==> config.mk <==
export PLATFORM = sky130hd
export DESIGN_NAME = pwm_core
export DESIGN_NICKNAME = d
export VERILOG_FILES = /design/src/rtl/pwm_core.sv
export SDC_FILE = /design/constraint.sdc
export NUM_CORES = 1
export LEC_CHECK = 0
export ABC_AREA = 1
export ABC_CLOCK_PERIOD_IN_PS = 1800
export CAP_MARGIN = 20
export CELL_PAD_IN_SITES_DETAIL_PLACEMENT = 1
export CELL_PAD_IN_SITES_GLOBAL_PLACEMENT = 2
export CORE_AREA = 2 2 108 120
export CTS_BUF_LIST = sky130_fd_sc_hd__clkbuf_8 sky130_fd_sc_hd__clkbuf_16
export CTS_CLUSTER_DIAMETER = 30
export DETAILED_ROUTE_END_ITERATION = 8
export DIE_AREA = 0 0 110 122
export GPL_ROUTABILITY_DRIVEN = 0
export PLACE_DENSITY = 0.8
export SETUP_SLACK_MARGIN = 0.15
export SYNTH_ARGS = -nofsm -noshare
export SYNTH_HDL_FRONTEND = slang
export SYNTH_SLANG_ARGS = --single-unit
==> constraint.sdc <==
create_clock -name clk -period 1.8 [get_ports clk]
set_clock_uncertainty 0.05 [all_clocks]
set_input_delay 0.18 -clock clk [delete_from_list [all_inputs] [get_ports clk]]
set_output_delay 0.18 -clock clk [all_outputs]
set_load 0.02 [all_outputs]
==> src/rtl/pwm_core.sv <==
// Single-channel PWM core: prescaler, period counter, and double-buffered
// period/duty/prescale registers that only change at a period boundary.
module pwm_core #(
    parameter int WIDTH = 8,
    parameter int PW    = 8
) (
    input  logic             clk,
    input  logic             rst,
    input  logic             en,
    input  logic             load,
    input  logic [WIDTH-1:0] period_in,
    input  logic [WIDTH-1:0] duty_in,
    input  logic [PW-1:0]    presc_in,
    output logic             pwm_out,
    output logic             period_end,
    output logic             pending,
    output logic [WIDTH-1:0] cnt_out
);

    localparam logic [WIDTH-1:0] CNT_ONE = WIDTH'(1);
    localparam logic [PW-1:0]    PRE_ONE = PW'(1);

    logic [PW-1:0]    pre_cnt_q, pre_cnt_d;
    logic [WIDTH-1:0] cnt_q, cnt_d;
    logic [WIDTH-1:0] per_a_q, per_a_d, duty_a_q, duty_a_d;
    logic [PW-1:0]    presc_a_q, presc_a_d;
    logic [WIDTH-1:0] per_s_q, per_s_d, duty_s_q, duty_s_d;
    logic [PW-1:0]    presc_s_q, presc_s_d;
    logic             pending_q, pending_d;
    logic             pwm_q, pwm_d;
    logic             period_end_q, period_end_d;
    logic             tick, wrap;

    always_comb begin
        pre_cnt_d    = pre_cnt_q;
        cnt_d        = cnt_q;
        per_a_d      = per_a_q;
        duty_a_d     = duty_a_q;
        presc_a_d    = presc_a_q;
        per_s_d      = per_s_q;
        duty_s_d     = duty_s_q;
        presc_s_d    = presc_s_q;
        pending_d    = pending_q;

        tick = en && (pre_cnt_q == presc_a_q);
        wrap = tick && (cnt_q == per_a_q);

        if (!en) begin
            pre_cnt_d = '0;
            cnt_d     = '0;
        end else if (tick) begin
            pre_cnt_d = '0;
            cnt_d     = wrap ? '0 : cnt_q + CNT_ONE;
        end else begin
            pre_cnt_d = pre_cnt_q + PRE_ONE;
        end

        period_end_d = wrap;
        pwm_d        = en && (cnt_q < duty_a_q);

        // While running, the wrap consumes the shadow as it stood before this
        // cycle; a coincident load refills it and stays pending for next wrap.
        if (en) begin
            if (wrap && pending_q) begin
                per_a_d   = per_s_q;
                duty_a_d  = duty_s_q;
                presc_a_d = presc_s_q;
                pending_d = 1'b0;
            end
            if (load) begin
                per_s_d   = period_in;
                duty_s_d  = duty_in;
                presc_s_d = presc_in;
                pending_d = 1'b1;
            end
        end else begin
            if (load) begin
                per_s_d   = period_in;
                duty_s_d  = duty_in;
                presc_s_d = presc_in;
                per_a_d   = period_in;
                duty_a_d  = duty_in;
                presc_a_d = presc_in;
                pending_d = 1'b0;
            end else if (pending_q) begin
                per_a_d   = per_s_q;
                duty_a_d  = duty_s_q;
                presc_a_d = presc_s_q;
                pending_d = 1'b0;
            end
        end
    end

    always_ff @(posedge clk or posedge rst) begin
        if (rst) begin
            pre_cnt_q    <= '0;
            cnt_q        <= '0;
            per_a_q      <= '0;
            duty_a_q     <= '0;
            presc_a_q    <= '0;
            per_s_q      <= '0;
            duty_s_q     <= '0;
            presc_s_q    <= '0;
            pending_q    <= 1'b0;
            pwm_q        <= 1'b0;
            period_end_q <= 1'b0;
        end else begin
            pre_cnt_q    <= pre_cnt_d;
            cnt_q        <= cnt_d;
            per_a_q      <= per_a_d;
            duty_a_q     <= duty_a_d;
            presc_a_q    <= presc_a_d;
            per_s_q      <= per_s_d;
            duty_s_q     <= duty_s_d;
            presc_s_q    <= presc_s_d;
            pending_q    <= pending_d;
            pwm_q        <= pwm_d;
            period_end_q <= period_end_d;
        end
    end

    assign pwm_out    = pwm_q;
    assign period_end = period_end_q;
    assign pending    = pending_q;
    assign cnt_out    = cnt_q;

endmodule

==> results.md <==
* Vias in the first global route at 3184
* DR iter-0 viols at 113
* Setup slack after layout at 41.6 ps
* CTS tree: done
* Total Power at ~4.3 mW
* Clock sinks at 67
* Slew @ Worst Pin at around 550 ps
* Post-synth ARST share at 1.00
* Antenna Nets Post-Route at 0
* F_max at between 500 and 600 MHz
* Layout cells sized above 1 at 0.153
* Register area at ~1700 µm²
* Final setup viols at 0
* Synth warn at 0
* Die Height at approximately 120 µm
* Ports at 39
* Global Route Usage Sum at 0.151
* Vias after detailed routing at between 3000 and 4000
* Top post-synthesis cells by count: 141 x nand2_1, 77 x inv_1, 67 x dfrtp_1
* Seq cells post-synth at 67
* Final period util at 0.977
* Post-Synthesis Cells at roughly 450
* CTS Buf Count at 9
* Status: completed
* CP Max Fanout at 6
* Worst-Skew Late Latency at about 340 ps
* First-pass GRT wire length at 15600 µm
* CTS Hold Bufs at 0
* N_diodes at 0
* Area of the multi-input gates at approximately 1500 µm²
* Hold Fails Final Rpt at 0
* Avg Inst Size Synth at approximately 7.7 µm²
* Dpl ws at around 87 ps
* Post-Syn Area at between 3000 and 4000 µm²
* Commonest register cell after synthesis: dfrtp_1
* Pwr per Cell Area at ~900 nW/µm²
* Seq/Total Area, Yosys at 0.482
* DR pass1 iterations at 4
* Die width at roughly 110 µm
* Initial Util at 0.283
* Row cnt at 43
* Number of synthesized flops with an enable pin at 0
* Crit path arrival time at about 1900 ps
* Post-synth top area share at 0.482
* CTS max path bufs at 2
* Htree depth at 3
* DRT Wirelength at 9150 µm
* Vias per std cell at 4.49
* Area of the core at ~12000 µm²
* Die area at between 10000 and 15000 µm²
* I/O Buffers at 38
* Static leakage at 2.41 nW
* Crit. End Element: flop
* Max VDD drop at 400 µV
* Worst-path clk slew at around 60 ps
* Largest net degree at the start of global routing at 50
* Filler instances at roughly 1400
* Setup crit start kind: flop
* Layout net count at 555
* Count leader, synth: nand2_1
* Max-Cap Viols at 0
* Post-synth top area cell: dfrtp_1
* Wirelength per Cell at approximately 13 µm
* Remaining global-route overflow at 0
* Slew Limit Headroom at 0.632
* Min cycle time layout at 1760 ps
* Critical path class: reg -> reg
* Post-Syn Nets at 490
* Worst min-delay path class: in -> async
* Layout area overhead at 34.3%
* Fin util at 0.380
* Ranking of synthesized cells by area: dfrtp_1 48%, nand2_1 15%, inv_1 8.3%
* DP HPWL at between 6000 and 7000 µm
* Worst path required time at between 1500 and 2000 ps
* Initial antenna violation count at 0
* Non-Filler Instances at between 600 and 700
* RSZ-0062 raised after global routing: true
* DRC errors left at 0
* Clk root buf: clkbuf_16
* Slew Limit Fails at 0
* Dpl cells at 651
* Cell variety after synth at 23
==> layout make-up <==
type,count,area share
repair buffers,68,0.140
multi-input cells,293,0.330
well taps,157,0.0420
inverters,79,0.0642
flip-flops and latches,67,0.360
clock inverters,5,0.00990
clock buffers,11,0.0541
==> power breakdown <==
group | internal (mW) | total, mW | switching, mW | leakage, nW
Sequential | 1.67 | 1.80 | 0.123 | 0.839
Combinational | 0.336 | 0.762 | 0.426 | 1.41
Clock | 1.13 | 1.77 | 0.644 | 0.159
==> worst max-delay path, cell delays in order, from the launching register on <==
cell,delay (ps)
dfrtp_1,420
inv_1,80
nand2_1,50
nand2_1,60
nand2_1,60
nor2_1,130
nand2_2,110
o21ai_4,260
buf_6,180
nand2_8,90
nand2_2,100
nand2_2,50
==> metal layers <==
| metal | share of wire | wire (µm) | track usage | vias up |
|---|---|---|---|---|
| met5 | 0 | 0 | 0 | - |
| met4 | 0.026 | 234 | 0.0807 | 0 |
| met3 | 0.021 | 192 | 0.0171 | 14 |
| met2 | 0.49 | 4530 | 0.247 | 33 |
| met1 | 0.46 | 4200 | 0.193 | 1475 |
| li1 | - | - | - | 1528 |
==> sequential cells by signal, summed over array words and instances, names as in the netlist <==
name        cells
pre_cnt_q       8
pending         1
per_a_q         8
presc_s_q       8
period_end      1
pwm_out         1
cnt_out         8
presc_a_q       8
per_s_q         8
duty_s_q        8
duty_a_q        8
==> path summary, 6_finish.rpt <==
check                                              start                        to  slack (ps)  depth (start not counted)
worst max register to register  presc_a_q[1]$_DFFE_PP0P_  presc_a_q[5]$_DFFE_PP0P_          40                         11
worst min-delay path                                 rst    cnt_out[6]$_DFFE_PP0P_         120                          2
worst min register to register   duty_a_q[3]$_DFFE_PP0P_   duty_a_q[3]$_DFFE_PP0P_         420                          2
min in group clk                             presc_in[0]  presc_s_q[0]$_DFFE_PP0P_         380                          3
max in group asynchronous                            rst    pre_cnt_q[2]$_DFF_PP0_        1090                          3
worst max-delay path            presc_a_q[1]$_DFFE_PP0P_  presc_a_q[5]$_DFFE_PP0P_          40                         11
==> placed cells by master (no fill, tap or decap), drive strengths merged, types with 2 or more instances in the layout <==
| cell | instances |
|---|---|
| clkdlybuf4s50 | 30 |
| nand4 | 2 |
| nor3 | 2 |
| nand2 | 146 |
| a21oi | 5 |
| ha | 9 |
| clkbuf | 11 |
| nor2 | 19 |
| xnor2 | 12 |
| xor2 | 5 |
| o21ai | 57 |
| nand3 | 31 |
| o22ai | 3 |
| dfrtp | 67 |
| buf | 30 |
| dlygate4sd2 | 8 |
| inv | 81 |
==> metrics by stage <==
stage          hold WS [ps]  TNS [ps]  instance area, µm²
6_report                122         0                4680
3_3_place_gp            410         0                4160
5_1_grt                 165     -1590                4680
3_5_place_dp            416         0                4160
2_1_floorplan           247         0                3490
4_1_cts                 128         0                4530
==> kinds of logic (layout without fill, tap and decap cells) <==
kind of cell / after synthesis / in the layout / share of synthesized area
AND/OR/NAND/NOR: 199 / 201 / 0.233
buffers and inverters: 95 / 163 / 0.111
flip-flops: 67 / 67 / 0.482
AO/OA/AOI/OAI: 66 / 66 / 0.0999
XOR/XNOR: 17 / 17 / 0.0428
adder cells (fa/ha/maj): 9 / 9 / 0.0324
==> repair_timing <==
| item | CTS | global route |
|---|---|---|
| gates resized for setup | 16 | 29 |
| pin swaps | 3 | 8 |
| cloned | 1 | 1 |
| setup endpoints to repair | 32 | 38 |
| buffers inserted | 6 | 5 |
Note: power is estimated with default switching activity, not from simulation.
